### src/rtl/svc_rv_div.sv
// Iterative restoring divider for RV32M DIV/DIVU/REM/REMU in the EX stage.
// Holds busy while a division is in flight and drops it in the cycle done pulses.
module svc_rv_div #(
    parameter int XLEN = 32
) (
    input  logic            clk,
    input  logic            rst_n,
    input  logic            en,
    input  logic            kill,
    input  logic [1:0]      op,
    input  logic [XLEN-1:0] a,
    input  logic [XLEN-1:0] b,
    output logic            busy,
    output logic [XLEN-1:0] result,
    output logic            done
);
    localparam int CW = $clog2(XLEN);

    typedef enum logic [1:0] {ST_IDLE, ST_BUSY, ST_DONE} state_t;

    state_t          state_q, state_d;
    logic [1:0]      op_q, op_d;
    logic            sign_a_q, sign_a_d;
    logic            sign_b_q, sign_b_d;
    logic [XLEN-1:0] divisor_q, divisor_d;
    logic [XLEN-1:0] quo_q, quo_d;
    logic [XLEN-1:0] rem_q, rem_d;
    logic [CW-1:0]   cnt_q, cnt_d;
    logic [XLEN-1:0] result_q, result_d;

    // Operand decode for the IDLE launch
    logic            in_signed, a_neg, b_neg, div_zero, ovf;
    logic [XLEN-1:0] a_abs, b_abs, special_val;

    // One restoring step
    logic [XLEN:0]   rem_shift;
    logic            q_bit;
    logic [XLEN-1:0] rem_step, quo_step, quo_fix, rem_fix;
    logic            op_signed;

    always_comb begin
        in_signed   = !op[0];
        a_neg       = in_signed && a[XLEN-1];
        b_neg       = in_signed && b[XLEN-1];
        a_abs       = a_neg ? ('0 - a) : a;
        b_abs       = b_neg ? ('0 - b) : b;
        div_zero    = (b == '0);
        ovf         = in_signed && (a == {1'b1, {(XLEN-1){1'b0}}}) && (b == '1);
        if (div_zero)
            special_val = op[1] ? a : '1;
        else
            special_val = op[1] ? '0 : a;

        // The shifted partial remainder can exceed XLEN bits; its top bit forces a subtract.
        rem_shift = {rem_q, quo_q[XLEN-1]};
        q_bit     = rem_shift[XLEN] || (rem_shift[XLEN-1:0] >= divisor_q);
        rem_step  = q_bit ? (rem_shift[XLEN-1:0] - divisor_q) : rem_shift[XLEN-1:0];
        quo_step  = {quo_q[XLEN-2:0], q_bit};
        op_signed = !op_q[0];
        quo_fix   = (op_signed && (sign_a_q ^ sign_b_q)) ? ('0 - quo_step) : quo_step;
        rem_fix   = (op_signed && sign_a_q) ? ('0 - rem_step) : rem_step;
    end

    always_comb begin
        state_d   = state_q;
        op_d      = op_q;
        sign_a_d  = sign_a_q;
        sign_b_d  = sign_b_q;
        divisor_d = divisor_q;
        quo_d     = quo_q;
        rem_d     = rem_q;
        cnt_d     = cnt_q;
        result_d  = result_q;
        busy      = 1'b0;
        done      = 1'b0;

        case (state_q)
            ST_IDLE: begin
                if (en && !kill) begin
                    busy      = 1'b1;
                    op_d      = op;
                    sign_a_d  = a_neg;
                    sign_b_d  = b_neg;
                    quo_d     = a_abs;
                    divisor_d = b_abs;
                    rem_d     = '0;
                    cnt_d     = CW'(XLEN - 1);
                    if (div_zero || ovf) begin
                        result_d = special_val;
                        state_d  = ST_DONE;
                    end else begin
                        state_d  = ST_BUSY;
                    end
                end
            end
            ST_BUSY: begin
                busy  = 1'b1;
                rem_d = rem_step;
                quo_d = quo_step;
                cnt_d = cnt_q - CW'(1);
                if (cnt_q == '0) begin
                    result_d = op_q[1] ? rem_fix : quo_fix;
                    state_d  = ST_DONE;
                end
            end
            ST_DONE: begin
                // en still belongs to the completing instruction here
                done    = 1'b1;
                state_d = ST_IDLE;
            end
            default: state_d = ST_IDLE;
        endcase

        if (kill) begin
            state_d  = ST_IDLE;
            result_d = result_q;
            busy     = 1'b0;
            done     = 1'b0;
        end
        if (!rst_n) begin
            busy = 1'b0;
            done = 1'b0;
        end
    end

    always_ff @(posedge clk) begin
        if (!rst_n) begin
            state_q   <= ST_IDLE;
            op_q      <= '0;
            sign_a_q  <= 1'b0;
            sign_b_q  <= 1'b0;
            divisor_q <= '0;
            quo_q     <= '0;
            rem_q     <= '0;
            cnt_q     <= '0;
            result_q  <= '0;
        end else begin
            state_q   <= state_d;
            op_q      <= op_d;
            sign_a_q  <= sign_a_d;
            sign_b_q  <= sign_b_d;
            divisor_q <= divisor_d;
            quo_q     <= quo_d;
            rem_q     <= rem_d;
            cnt_q     <= cnt_d;
            result_q  <= result_d;
        end
    end

    assign result = result_q;

endmodule
### config.mk
export PLATFORM = sky130hd
export DESIGN_NAME = svc_rv_div
export DESIGN_NICKNAME = d
export VERILOG_FILES = /design/src/rtl/svc_rv_div.sv
export SDC_FILE = /design/constraint.sdc
export NUM_CORES = 1
export LEC_CHECK = 0
export CORE_UTILIZATION = 54
export CTS_CLUSTER_SIZE = 8
export DETAILED_ROUTE_END_ITERATION = 12
export PLACE_DENSITY = 0.89
export SLEW_MARGIN = 20
export SYNTH_ARGS = -nofsm -noshare
export SYNTH_HDL_FRONTEND = slang
export SYNTH_SLANG_ARGS = --single-unit
### constraint.sdc
create_clock -name clk -period 5.4 [get_ports clk]
set_input_delay 1.35 -clock clk [delete_from_list [all_inputs] [get_ports clk]]
set_output_delay 1.35 -clock clk [all_outputs]
set_load 0.02 [all_outputs]
==> metrics.yaml <==
synth_top_family_by_area: "compound AO/OA/AOI/OAI gates"
busiest_layer: "met2"
critPathTopFamily: "compound AO/OA/AOI/OAI gates"
critPathArrivalTime_ps: 5380
routedWlPerCell_um: 21.0
routed_via_density: 6.80
tritoncts: "yes"
dieArea_sq_um: 22700
max_stage_delay_ps: 550
dp_hpwl_mm: 30.7
fmax_mhz: 200
yosysWarnings: 0
gr-total-overflow: 0
pin_count: 104
outcome: "complete, no violations"
critPathRequiredTime_ps: 5770
design.core.area_sq_um: 21400
synth_area_sq_um: 11900
ant_nets: 0
muxShareOfSynthArea: 0.0203
endpoint: "result[28]"
rr_endpoint: "result[28]"
crit_chain: "inv_1 > ha_1 > fa_1 > nand2b_1 > a21boi_4 > o211ai_2 > a211o_4 > nand3_4 > nand2_1 > o21ai_0 > ha_1 > nand2_1 > or3_1 > a2111oi_0 > a41oi_1 > a211o_1 > or4b_1 > o31a_1 > a31oi_1"
clkLatencyLatePin_ps: 440
async_reset_ff_frac: 0
area_delta_synth_final_pct: 14.9
die_x_um: 151
period_needed_ps: 5000
hold_viol_final: 0
syn-num-nets: 1765
synthAdderAreaFrac: 0.0644
io_buffers: 103
cts_max_level: 4
peakVddDrop_mv: 0.195
nets: 1803
rows: 53
syn_inst: 1655
grt_pass1_vias: 11900
grtUsageTotal: 0.366
yosys.cell_types.count: 84
dr.pass1.iters: 6
setup-violations-final: 0
drive_above_1_share: 0.0516
maxSlewViolCount: 0
power_w: 0.00325
r2r_setup_slack_ps: 400
crit_buf_inv: 1
use_met2: 0.550
hp-class: "register to register"
crit_path_start_kind: "register"
ys_ff_latch: 139
r2r_cells: 19
antenna_cells: 0
cts_root_buffer: "clkbuf_16"
grt_use_met1: 0.493
power_leakage_nw: 4.92
yosysSeqAreaShare: 0.233
synth-compound-area-share: 0.289
worstMarginPinSlew_ps: 1220
antenna_found_initial: 0
whs_ps: 452
layout_worst_path_cycle_share: 0.927
cts-resized-gates: 0
clock_path_buffers: 2
synth.avg_cell_area_sq_um: 7.20
grt_pass1_wl_mm: 64.3
use_met3: 0.0994
rsz0062_at_grt: "false"
layout.cells.most_common: "nor2_1"
path_depth: 19
slew_headroom: 0.183
totalWireLength_mm: 41.5
timing.rr.start: "quo_q[31]"
synth_top_area_frac: 0.233
synth_ff_type: "dfxtp_1"
cts_buffers: 17
yosys.area_share.simple: 0.246
worstPathMaxFanout: 6
cts.sinks: 139
synth.area.top_cells: "dfxtp_1, a21oi_1, nor2_1"
synthXorXnorAreaFrac: 0.0904
tns_ps: 0
start_util: 0.558
cpMaxStageDelayCell: "or4b_1"
clkTransAtPathRegs_ps: 70
synth-edff-count: 0
path_class: "register to register"
cap_violations: 0
skew_ps: 8.07
place_congestion: 1.03
layout_common_cells: "nor2_1, nand2_1, a21oi_1, dfxtp_1, clkdlybuf4s50_1"
cts_setup_buffers: 0
grt_max_degree: 86
dieHeight_um: 151
num_vias: 13500
synth_largest_area_cell: "dfxtp_1"
hold_buffers: 0
drc_errors: 0
power_density_nw_per_um2: 237
end_kind: "register"
crit_start: "quo_q[31]"
drt_iter0_drc: 1757
-- cells in the mapped netlist, drive strengths merged (26+ instances only) --
cell	n
o21ai	86
a22oi	31
dfxtp	139
a31oi	43
ha	39
clkbuf	88
nor3	38
a211oi	47
xor2	60
o211ai	28
maj3	26
inv	62
nand3	45
nand2	158
xnor2	63
a21oi	155
nor2	191
-- state kept, by name, indices dropped and copies added (netlist names) --
register   count
rem_q         32
cnt_q          5
divisor_q     32
sign_b_q       1
quo_q         32
sign_a_q       1
op_q           2
state_q        2
result        32
-- worst min-delay path by stage --
stage                        from             to  cells after the start
floorplan           divisor_q[31]  divisor_q[31]                      2
global placement          op_q[1]        op_q[1]                      2
detailed placement      result[7]      result[7]                      2
CTS                     result[7]      result[7]                      2
global route              op_q[1]        op_q[1]                      2
finish                  result[7]      result[7]                      2
-- metal layers --
layer  vias up  routed length (um)
li1       6187                   -
met1      6224               16900
met2       896               17700
met3       153                5290
met4         0                1640
met5         -                   0
-- stage by stage --
stage	cells	util	cell area [sq um]	worst slack (ps)
6_report	1980	0.642	13700	395
3_3_place_gp	1949	0.613	13100	389
3_5_place_dp	1949	0.613	13100	304
5_1_grt	1980	0.642	13700	78.8
4_1_cts	1980	0.641	13700	496
2_1_floorplan	1655	-	11900	169
-- where the power goes --
group / total, W / internal, W / leakage, nW / switching [W]
Clock: 0.00123 / 0.000727 / 0.275 / 0.000502
Sequential: 0.00111 / 0.00107 / 1.13 / 0.0000424
Combinational: 0.000909 / 0.000332 / 3.52 / 0.000577
Total: 0.00325 / 0.00213 / 4.92 / 0.00112
-- cell families (layout without fill, tap and decap cells) --
family / after synthesis / in the layout
AOI/OAI and AO/OA: 525 / 525
adders and majority gates: 66 / 66
buffers and inverters: 173 / 223
and+or+nand+nor: 605 / 605
xor gates and xnor gates: 123 / 123
DFF: 139 / 139
muxes: 24 / 24
-- layout make-up --
cell class,count,area [sq um]
sequential,139,2780
inverter,62,234
clock inverter,13,168
tap,275,344
timing repair buffer,130,1230
clock buffer,18,429
multi-input combinational,1343,8510
fill,1874,7650
-- tightest hold or removal path: stages (launching register included) --
cell	delay, ps
dfxtp_1	310
nand2_1	50
a21oi_1	50
Power figures use the tool's default switching activity.
